<file path="src/rtl/fifo_umbral.sv">
// fifo_umbral: 8-deep synchronous FIFO with registered read data,
// programmable almost-empty/almost-full thresholds and sticky error.
module fifo_umbral #(
  parameter int DATA_WIDTH = 6,
  parameter int ADDR_WIDTH = 3
) (
  input  logic                  clk,
  input  logic                  reset,
  input  logic                  wr_enable,
  input  logic [DATA_WIDTH-1:0] data_in,
  input  logic                  rd_enable,
  input  logic [2:0]            umbral_L,
  input  logic [2:0]            umbral_H,
  output logic [DATA_WIDTH-1:0] data_out,
  output logic                  valid_out,
  output logic                  fifo_empty,
  output logic                  fifo_full,
  output logic                  almost_empty,
  output logic                  almost_full,
  output logic                  error_out
);

  localparam int DEPTH = 1 << ADDR_WIDTH;
  localparam int CW    = ADDR_WIDTH + 1;

  localparam logic [CW-1:0]         CNT_FULL = CW'(DEPTH);
  localparam logic [CW-1:0]         CNT_ONE  = CW'(1);
  localparam logic [ADDR_WIDTH-1:0] PTR_ONE  = ADDR_WIDTH'(1);

  logic [DATA_WIDTH-1:0] mem [DEPTH];
  logic [ADDR_WIDTH-1:0] wr_ptr;
  logic [ADDR_WIDTH-1:0] rd_ptr;
  logic [CW-1:0]         count;
  logic [2:0]            umbral_L_reg;
  logic [2:0]            umbral_H_reg;
  logic [CW-1:0]         af_level;
  logic                  wr_acc;
  logic                  rd_acc;
  logic                  err_set;

  // Status flags decode straight from the registered count/thresholds
  assign fifo_empty   = (count == '0);
  assign fifo_full    = (count == CNT_FULL);
  assign af_level     = CNT_FULL - CW'(umbral_H_reg);
  assign almost_empty = (count <= CW'(umbral_L_reg));
  assign almost_full  = (count >= af_level);

  // Full blocks the write, empty blocks the read (no read-through)
  assign wr_acc  = wr_enable & ~fifo_full;
  assign rd_acc  = rd_enable & ~fifo_empty;
  assign err_set = (wr_enable & fifo_full & ~rd_acc)
                 | (rd_enable & fifo_empty);

  // Threshold inputs are captured each cycle; flags lag them by one
  always_ff @(posedge clk or posedge reset) begin
    if (reset) begin
      umbral_L_reg <= '0;
      umbral_H_reg <= '0;
    end else begin
      umbral_L_reg <= umbral_L;
      umbral_H_reg <= umbral_H;
    end
  end

  // Storage array has no reset; entries are only read after a write
  always_ff @(posedge clk) begin
    if (wr_acc) begin
      mem[wr_ptr] <= data_in;
    end
  end

  // Pointers wrap naturally at DEPTH; count tracks occupancy
  always_ff @(posedge clk or posedge reset) begin
    if (reset) begin
      wr_ptr <= '0;
      rd_ptr <= '0;
      count  <= '0;
    end else begin
      if (wr_acc) begin
        wr_ptr <= wr_ptr + PTR_ONE;
      end
      if (rd_acc) begin
        rd_ptr <= rd_ptr + PTR_ONE;
      end
      unique case ({wr_acc, rd_acc})
        2'b10:   count <= count + CNT_ONE;
        2'b01:   count <= count - CNT_ONE;
        default: count <= count;
      endcase
    end
  end

  // Registered read port; data_out holds between reads
  always_ff @(posedge clk or posedge reset) begin
    if (reset) begin
      data_out  <= '0;
      valid_out <= 1'b0;
    end else begin
      valid_out <= rd_acc;
      if (rd_acc) begin
        data_out <= mem[rd_ptr];
      end
    end
  end

  // Sticky overflow/underflow flag, cleared only by reset
  always_ff @(posedge clk or posedge reset) begin
    if (reset) begin
      error_out <= 1'b0;
    end else if (err_set) begin
      error_out <= 1'b1;
    end
  end

endmodule

</file>
<file path="config.mk">
export PLATFORM = sky130hd
export DESIGN_NAME = fifo_umbral
export DESIGN_NICKNAME = d
export VERILOG_FILES = /design/src/rtl/fifo_umbral.sv
export SDC_FILE = /design/constraint.sdc
export NUM_CORES = 1
export LEC_CHECK = 0
export CAP_MARGIN = 30
export CORE_MARGIN = 2
export CORE_UTILIZATION = 25
export DETAILED_ROUTE_END_ITERATION = 7
export DONT_BUFFER_PORTS = 1
export HOLD_SLACK_MARGIN = 0.03
export PLACE_DENSITY_LB_ADDON = 0.2
export SYNTH_ARGS = -nofsm -noshare
export SYNTH_HDL_FRONTEND = slang
export SYNTH_SLANG_ARGS = --single-unit
</file>
<file path="constraint.sdc">
create_clock -name clk -period 2.6 [get_ports clk]
set_input_delay 0.52 -clock clk [delete_from_list [all_inputs] [get_ports clk]]
set_output_delay 0.52 -clock clk [all_outputs]
set_load 0.01 [all_outputs]
</file>
==> results.sh, run 1 <==
export IMPL_drv_slew=0
export IMPL_slowest_stage="dfrtp_1"
export IMPL_initial_utilization=0.257
export IMPL_syn_to_final_growth_pct=16.4
export IMPL_cts_sinks=72
export IMPL_cpMostUsedCell="a21o_1"
export IMPL_cp_end_kind="primary output"
export IMPL_cts_buffers=9
export IMPL_rsz0062_at_grt="no"
export IMPL_fin_cells=405
export IMPL_synth_most_common_cell="edfxtp_1"
export IMPL_wire_per_inst_um=14.8
export IMPL_fin_crit_ps=2380
export IMPL_ys_top_cells_by_area="edfxtp_1 46%, dfrtp_1 19%, ha_1 5.2%"
export IMPL_timing_fmax_mhz=421
export IMPL_cp_arrival_ps=1860
export IMPL_endpoint="almost_full"
export IMPL_ys_seq_elements=72
export IMPL_reg2reg_depth=10
export IMPL_antennaDiodeCount=0
export IMPL_synth_nets=241
export IMPL_clk_path_buf_depth=2
export IMPL_peakVddDrop_uv=337
export IMPL_hold_buffers=0
export IMPL_ios=28
export IMPL_grt_pass1_wl_mm=9.85
export IMPL_finalSetupViolCount=0
export IMPL_crit_type="reg -> out"
export IMPL_grt_pass1_vias=1799
export IMPL_hold_path_class="in -> async"
export IMPL_total_leakage_power_nw=1.40
export IMPL_post_route_drc_count=0
export IMPL_vias=1665
export IMPL_ys_warn_count=0
export IMPL_post_dp_cell_area_um2=3350
export IMPL_ant_nets=0
export IMPL_crit_path_max_incr_delay_ps=440
export IMPL_clock_root_buffer="clkbuf_16"
export IMPL_power_density_nw_per_um2=1100
export IMPL_hold_viol_final=0
export IMPL_nFillCells=1193
export IMPL_htreeDepth=3
export IMPL_crit_path_start_kind="flop"
export IMPL_finalPower_mw=3.98
export IMPL_max_slew_margin=0.659
export IMPL_grt_max_degree=27
export IMPL_path_max_fanout=6
export IMPL_hpwl_mm=4.10
export IMPL_reg2reg_from="count[1]"
export IMPL_reg2reg_slack_ps=240
export IMPL_synth_cell_types=30
export IMPL_drtPass1Iterations=3
export IMPL_largest_reg_flops=48
export IMPL_antenna_found_initial=0
export IMPL_final_util=0.299
export IMPL_clk_latency_ps=330
export IMPL_dieWidth_um=115
export IMPL_ys_seq_area_frac=0.658
export IMPL_maxCapViolCount=0
export IMPL_grt_usage=0.101
export IMPL_drt_total_wl_mm=5.98
export IMPL_synth_top_area_share=0.465
export IMPL_drive_gt1_frac=0.194
export IMPL_status="finished, final reports clean"
export IMPL_synth_cells=212
export IMPL_cp_required_ps=2080
export IMPL_gp_congestion=0.737
export IMPL_nets=261
export IMPL_yosys_area_top_type="edfxtp_1"
export IMPL_clk_pin_slew_ps=60
export IMPL_dp_cells=389
export IMPL_drtIter0Drc=99
export IMPL_period_share=0.914
export IMPL_path_cells="inv_1 -> ha_1 -> nand2b_1 -> a21o_1 -> a21o_1 -> a21o_1"
export IMPL_core_area_um2=12100
export IMPL_skew_ps=5.32
export IMPL_row_count=40
export IMPL_startpoint="count[0]"
export IMPL_post_cts_buffers=0
export IMPL_dp_slack_ps=218
export IMPL_fp_dieH_um=115
export IMPL_design_area_um2=3610
export IMPL_regMostFlops="mem"
export IMPL_io_buffers=0
export IMPL_syn_area_per_cell_um2=14.6
export IMPL_cts_resized=0
export IMPL_tightest_slew_ps=510
export IMPL_ys_flop_type="edfxtp_1"
export IMPL_fin_ws_ps=223
export IMPL_die_area_um2=13300
export IMPL_async_flop_share=0.333
export IMPL_final_setup_tns_ps=0
export IMPL_yosys_top_cells_count="48 x edfxtp_1, 24 x dfrtp_1, 20 x nand2_1, 13 x ha_1"
export IMPL_drt_vias_per_instance=4.11
export IMPL_overflow=0
export IMPL_synth_edf_count=48
export IMPL_hold_ws_ps=133
export IMPL_cts_tree="done"
export IMPL_reg_top3="mem (48), data_out (6), count (4)"
export IMPL_reg2reg_to="count[2]"
export IMPL_synth_cell_area_um2=3100
## logic make-up (layout without fill, tap and decap cells)
| logic type | Yosys count | in the layout | synth area share |
|---|---|---|---|
| AO/OA/AOI/OAI | 31 | 31 | 0.0746 |
| XOR/XNOR | 9 | 9 | 0.0254 |
| adder cells (fa/ha/maj) | 13 | 13 | 0.0524 |
| buffers and inverters | 15 | 40 | 0.0335 |
| flip-flops | 72 | 72 | 0.658 |
| multiplexers | 25 | 25 | 0.0859 |
| AND/OR/NAND/NOR | 47 | 47 | 0.0698 |
## cell type report
type | count | area, um^2 | share of cell area
clock buffer | 9 | 225 | 0.0624
clock inverter | 7 | 38.8 | 0.0107
inverter | 11 | 41.3 | 0.0114
multi-input combinational | 125 | 956 | 0.265
sequential | 72 | 2040 | 0.565
tap | 168 | 210 | 0.0582
timing repair buffer | 13 | 97.6 | 0.0270
## power by group
part | internal [mW] | switching [mW]
logic | 0.557 | 0.654
clock network | 0.634 | 0.450
registers | 1.49 | 0.202
total | 2.68 | 1.31
## worst max-delay path: cells and delay by family (launching register included)
family	cells	cell delay [ps]
flops	1	440
buf+inv	1	110
fa+ha+maj	1	290
simple gates	1	140
compound gates	3	550
## cell usage in the layout (no fill, tap or decap), drive strengths merged
cell      count
edfxtp       48
dfrtp        24
nand2        20
ha           13
buf          13
mux2         13
mux2i        12
inv          11
nor2         10
o21ai        10
clkbuf        9
nand2b        6
o22ai         6
a221o         6
xnor2         5
clkinv        5
xor2          4
a21o          4
nor2b         3
a21oi         3
nor3          3
nand3         3
clkinvlp      2
or3           2
a21boi        1
a211o         1
## how the worst min path moves through the flow
stage	start	endpoint	depth (start not counted)
final	reset	umbral_L_reg[2]	2
after global routing	reset	umbral_L_reg[2]	2
after CTS	reset	umbral_L_reg[2]	2
after detailed placement	reset	rd_ptr[0]	2
after global placement	reset	rd_ptr[0]	2
after floorplan	wr_ptr[0]	wr_ptr[0]	2
## layer usage
layer,vias to the layer above,global-route usage,wire [um]
met2,18,0.163,2970
met5,-,0,0
li1,818,-,-
met1,818,0.121,2640
met4,0,0.0506,132
met3,11,0.0332,237
Note: power is estimated with default switching activity, not from simulation.
==> inputs of run 2 (changes only) <==
TNS_END_PERCENT = 5   (was not set)
clock period = 2.8 ns   (was 2.6 ns; I/O delays follow)
==> run 2 against run 1 <==
Effect of this change: clock skew decreased by 1.3 ps; combinational power decreased by 11%; critical path depth unchanged; die area unchanged; routed wire length increased by 0.97%; sequential cell count unchanged; non-clock buffer count decreased by 5; count of clock-buffer cells in the layout increased by 1; setup slack improved by 130 ps; utilization increased by 0.33 points; cell count decreased by 1.2%; power decreased by 1.6%.
==> results.sh, run 2 (synthesis gave the netlist of run 1 again) <==
export IMPL_peakVddDrop_uv=344
export IMPL_ant_nets=0
export IMPL_maxCapViolCount=0
export IMPL_largest_reg_flops=48
export IMPL_slowest_stage="dfrtp_1"
export IMPL_status="finished, final reports clean"
export IMPL_total_leakage_power_nw=1.41
export IMPL_dieWidth_um=115
export IMPL_fin_cells=400
export IMPL_antennaDiodeCount=0
export IMPL_reg2reg_depth=10
export IMPL_reg2reg_from="count[1]"
export IMPL_hpwl_mm=4.26
export IMPL_cp_arrival_ps=1890
export IMPL_startpoint="count[0]"
export IMPL_cp_num_buf_inv=1
export IMPL_final_setup_tns_ps=0
export IMPL_grt_pass1_vias=1656
export IMPL_fin_crit_ps=2450
export IMPL_wire_per_inst_um=15.1
export IMPL_power_density_nw_per_um2=1070
export IMPL_grt_usage=0.100
export IMPL_drt_total_wl_mm=6.03
export IMPL_cts_tree="done"
export IMPL_cpMostUsedCell="a21o_1"
export IMPL_initial_utilization=0.257
export IMPL_reg2reg_slack_ps=410
export IMPL_post_cts_buffers=0
export IMPL_nFillCells=1220
export IMPL_core_area_um2=12100
export IMPL_hold_viol_final=0
export IMPL_die_area_um2=13300
export IMPL_regMostFlops="mem"
export IMPL_tightest_slew_ps=734
export IMPL_period_share=0.873
export IMPL_io_buffers=0
export IMPL_nets=256
export IMPL_row_count=40
export IMPL_dp_cells=384
export IMPL_overflow=0
export IMPL_hold_buffers=0
export IMPL_cts_buffers=9
export IMPL_drv_slew=0
export IMPL_drive_gt1_frac=0.181
export IMPL_syn_to_final_growth_pct=17.7
export IMPL_post_route_drc_count=0
export IMPL_gp_congestion=0.709
export IMPL_crit_path_max_incr_delay_ps=440
export IMPL_cts_resized=0
export IMPL_crit_type="reg -> out"
export IMPL_fp_dieH_um=115
export IMPL_path_max_fanout=6
export IMPL_clk_pin_slew_ps=60
export IMPL_max_slew_margin=0.511
export IMPL_timing_fmax_mhz=409
export IMPL_final_cell_mix="48 x edfxtp_1, 24 x dfrtp_1, 20 x nand2_1, 13 x ha_1"
export IMPL_antenna_found_initial=0
export IMPL_htreeDepth=3
export IMPL_finalSetupViolCount=0
export IMPL_critical_path_top_delay_family="compound AO/OA/AOI/OAI gates"
export IMPL_final_common_cell="edfxtp_1"
export IMPL_hold_path_class="in -> async"
export IMPL_cp_depth=6
export IMPL_cp_required_ps=2240
export IMPL_cp_end_kind="primary output"
export IMPL_reg_top3="mem (48), data_out (6), count (4)"
export IMPL_rsz0062_at_grt="no"
export IMPL_clk_path_buf_depth=2
export IMPL_cts_sinks=72
export IMPL_finalPower_mw=3.92
export IMPL_ios=28
export IMPL_clk_latency_ps=330
export IMPL_crit_path_start_kind="flop"
export IMPL_grt_max_degree=20
export IMPL_path_cells="inv_1 -> ha_1 -> nand2b_1 -> a21o_1 -> a21o_1 -> a21o_1"
export IMPL_drt_vias_per_instance=4.11
export IMPL_drtIter0Drc=100
export IMPL_drtPass1Iterations=4
export IMPL_vias=1643
export IMPL_skew_ps=3.99
export IMPL_grt_pass1_wl_mm=9.53
export IMPL_clock_root_buffer="clkbuf_16"
-- run 2: cell count changes in the layout (fill, tap and decap cells not counted), sizes merged --
cell | previous run | this run
clkinv | 5 | 3
buf | 13 | 8
clkinvlp | 2 | 1
clkbuf | 9 | 10
bufinv | 0 | 2
-- run 2: area by class of cell --
cell class / count / area (um^2) / share of cell area
Timing Repair Buffer: 8 / 80.1 / 0.0219
Clock inverter: 6 / 82.6 / 0.0226
Clock buffer: 10 / 239 / 0.0655
Sequential cell: 72 / 2040 / 0.559
Tap cell: 168 / 210 / 0.0576
Inverter: 11 / 41.3 / 0.0113
Multi-Input combinational cell: 125 / 956 / 0.262
-- run 2: worst paths after layout --
kind | end
worst min register to register | wr_ptr[0]
min in group clk | umbral_L_reg[2]
worst max-delay path | almost_full
worst min-delay path | rd_ptr[0]
max in group asynchronous | wr_ptr[0]
worst max register to register | count[2]
-- run 2: worst register-to-register path, delay by kind of cell, from the launching register on --
| kind | cells | cell delay, ps |
|---|---|---|
| DFF | 1 | 520 |
| adders and majority gates | 2 | 490 |
| AOI/OAI and AO/OA | 2 | 480 |
| xor gates and xnor gates | 3 | 450 |
| and+or+nand+nor | 2 | 180 |
| buffers and inverters | 1 | 150 |
-- run 2: metal layers --
metal,part of all wire,wire length [um],vias to the layer above,GRT usage
li1,-,-,809,-
met1,0.45,2710,801,0.124
met2,0.48,2900,22,0.154
met3,0.039,237,11,0.0306
met4,0.031,185,0,0.0627
met5,0,0,-,0
-- run 2: power breakdown --
group	switching (mW)	internal, mW	total, mW	leakage (nW)
Sequential	0.238	1.38	1.62	0.717
Clock	0.425	0.798	1.22	0.158
Combinational	0.567	0.510	1.08	0.536
-- run 2: stage by stage --
| step | setup WS (ps) | utilization | hold slack (ps) | instance area [um^2] |
|---|---|---|---|---|
| 2_1_floorplan | 513 | - | 487 | 3100 |
| 4_1_cts | 338 | 0.303 | 79.5 | 3650 |
| 6_report | 354 | 0.303 | 72.9 | 3650 |
| 3_3_place_gp | 472 | 0.274 | 516 | 3300 |
| 3_5_place_dp | 425 | 0.276 | 436 | 3330 |
| 5_1_grt | 184 | 0.303 | 82.5 | 3650 |
==> inputs of run 3 (changes only) <==
CELL_PAD_IN_SITES_DETAIL_PLACEMENT = 0   (was not set)
CELL_PAD_IN_SITES_GLOBAL_PLACEMENT = 2   (was not set)
MAX_ROUTING_LAYER = met4   (was not set)
clock period = 2.15 ns   (was 2.8 ns; I/O delays follow)
==> run 3 against run 2 <==
Effect of this change: the flow now finishes with violations (negative setup slack); utilization is 1.0 points higher; setup slack worse by 390 ps; critical path depth is 5 higher; register-to-register slack worse by 450 ps; sequential cell count stayed put.
==> results.sh, run 3 (synthesis gave the netlist of run 1 again) <==
export IMPL_status="finished, violations left"
export IMPL_violations="negative setup slack"
export IMPL_cp_depth=11
export IMPL_cpMostUsedCell="xor2_1"
export IMPL_clk_latency_ps=330
export IMPL_nFillCells=1195
export IMPL_fp_dieH_um=115
export IMPL_clock_root_buffer="clkbuf_16"
export IMPL_critical_path_top_delay_family="simple AND/OR/NAND/NOR gates"
export IMPL_die_area_um2=13300
export IMPL_drive_gt1_frac=0.299
export IMPL_netSwitchingFraction=0.335
export IMPL_hpwl_mm=4.18
export IMPL_hold_viol_final=0
export IMPL_startpoint="count[0]"
export IMPL_cts_sinks=72
export IMPL_final_cell_mix="48 x edfxtp_1, 23 x dfrtp_1, 20 x nand2_1, 19 x buf_4"
export IMPL_skew_ps=6.09
export IMPL_path_max_fanout=3
export IMPL_combPwrFrac=0.335
export IMPL_internal_power_mw=3.38
export IMPL_hold_buffers=0
export IMPL_syn_to_final_growth_pct=21.6
export IMPL_peakVddDrop_uv=386
export IMPL_cp_arrival_ps=2400
export IMPL_power_density_nw_per_um2=1350
export IMPL_period_share=1.02
export IMPL_path_cells="buf_4 -> or3_4 -> o21ai_4 -> inv_2 -> ha_4 -> xor2_1 -> ha_2 -> a21oi_2 -> xor2_1 -> nor2_1 -> xor2_1"
export IMPL_io_buffers=0
export IMPL_cp_required_ps=2360
export IMPL_maxCapViolCount=0
export IMPL_fin_crit_ps=2190
export IMPL_drv_slew=0
export IMPL_grt_usage=0.102
export IMPL_cp_end_kind="flop"
export IMPL_clk_pin_slew_ps=60
export IMPL_vias=1681
export IMPL_hold_path_class="in -> async"
export IMPL_ios=28
export IMPL_reg2reg_depth=11
export IMPL_dieWidth_um=115
export IMPL_hold_ws_ps=108
export IMPL_power_switching_mw=1.70
export IMPL_antenna_found_initial=0
export IMPL_cp_num_buf_inv=2
export IMPL_htreeDepth=3
export IMPL_pwr_share_seq=0.399
export IMPL_total_leakage_power_nw=1.43
export IMPL_max_slew_margin=0.512
export IMPL_row_count=40
export IMPL_nets=268
export IMPL_cts_tree="done"
export IMPL_grt_pass1_vias=1707
export IMPL_grt_max_degree=19
export IMPL_initial_utilization=0.257
export IMPL_drt_total_wl_mm=6.00
export IMPL_tightest_slew_ps=731
export IMPL_drtIter0Drc=62
export IMPL_overflow=0
export IMPL_core_area_um2=12100
export IMPL_drt_vias_per_instance=4.08
export IMPL_timing_fmax_mhz=457
export IMPL_wire_per_inst_um=14.6
export IMPL_grt_pass1_wl_mm=9.41
export IMPL_gp_congestion=0.676
export IMPL_drtPass1Iterations=4
export IMPL_final_seq_area_um2=2040
export IMPL_reg2reg_from="count[0]"
export IMPL_endpoint="count[2]"
export IMPL_fin_cells=412
export IMPL_reg_top3="mem (48), data_out (6), count (4)"
export IMPL_fin_ws_ps=-40.3
export IMPL_crit_path_max_incr_delay_ps=390
export IMPL_rsz0062_at_grt="yes"
export IMPL_regMostFlops="mem"
export IMPL_largest_reg_flops=48
export IMPL_slowest_stage="or3_4"
export IMPL_post_route_drc_count=0
export IMPL_clk_path_buf_depth=2
export IMPL_reg2reg_to="count[2]"
export IMPL_crit_type="reg -> reg"
export IMPL_ant_nets=0
export IMPL_finalSetupViolCount=3
export IMPL_antennaDiodeCount=0
export IMPL_final_common_cell="edfxtp_1"
export IMPL_dp_cells=390
export IMPL_multi_input_area_um2=1050
export IMPL_crit_path_start_kind="flop"
export IMPL_p_clk_frac=0.267
export IMPL_reg2reg_slack_ps=-40
export IMPL_cts_buffers=9
==> run 3: cell types whose count changed in the layout (fill, tap and decap cells not counted), moves of 4 or more <==
cell / delta
buf_4: +12
ha_1: -5
ha_4: +4
inv_1: -4
inv_2: +4
nor2_1: -5
nor2_2: +5
==> run 3: worst min-delay path by stage <==
stage / from / to / slack [ps] / cells after the start
global placement: umbral_H[2] / umbral_H_reg[2] / 460 / 0
finish: reset / data_out[4] / 110 / 1
detailed placement: umbral_H[1] / umbral_H_reg[1] / 460 / 0
floorplan: reset / count[0] / 440 / 1
CTS: umbral_L[1] / umbral_L_reg[1] / 120 / 0
global route: umbral_L[2] / umbral_L_reg[2] / 110 / 0
==> run 3: timing repair <==
item,CTS,global route
endpoints found under the hold margin,0,0
endpoints found under the setup margin,2,35
resized for setup,3,17
pin swaps,1,10
buffers inserted,3,3
==> run 3: final cells by class <==
| class | count | area share |
|---|---|---|
| clock buffer | 9 | 0.0597 |
| multi-input combinational | 125 | 0.278 |
| inverter | 11 | 0.0109 |
| sequential | 72 | 0.542 |
| timing repair buffer | 20 | 0.0408 |
| tap | 168 | 0.0557 |
| clock inverter | 7 | 0.0126 |
==> run 3: power groups by stage <==
stage / Sequential, mW / Combinational (mW) / Clock (mW)
6_report: 2.03 / 1.70 / 1.35
5_1_grt: 2.07 / 1.90 / 1.46
4_1_cts: 2.04 / 1.63 / 1.38
3_5_place_dp: 2.06 / 1.57 / 0
3_3_place_gp: 2.05 / 1.58 / 0
2_1_floorplan: 2.03 / 1.21 / 0
==> run 3: worst reg2reg max path, cell delays in order (launching register included) <==
cell	delay [ps]
dfrtp_1	380
buf_4	130
or3_4	390
o21ai_4	140
inv_2	80
ha_4	160
xor2_1	140
ha_2	170
a21oi_2	110
xor2_1	160
nor2_1	70
xor2_1	130
==> run 3: per-stage QoR <==
| step | TNS, ps | util | worst slack (ps) | total power [mW] | cell area (um^2) |
|---|---|---|---|---|---|
| after floorplan | -69.1 | - | -69.1 | 3.24 | 3120 |
| after global placement | 0 | 0.280 | 81.0 | 3.63 | 3370 |
| after detailed placement | 0 | 0.280 | 54.6 | 3.63 | 3370 |
| after CTS | -198 | 0.305 | -86.6 | 5.04 | 3680 |
| after global routing | -421 | 0.313 | -154 | 5.43 | 3770 |
| final | -97.5 | 0.313 | -40.3 | 5.08 | 3770 |
==> run 3: routing by layer <==
metal	vias up	track usage	part of all wire
met2	27	0.143	0.44
met4	0	0.0482	0.017
met3	7	0.0374	0.048
li1	828	-	-
met1	819	0.129	0.50
met5	-	-	0
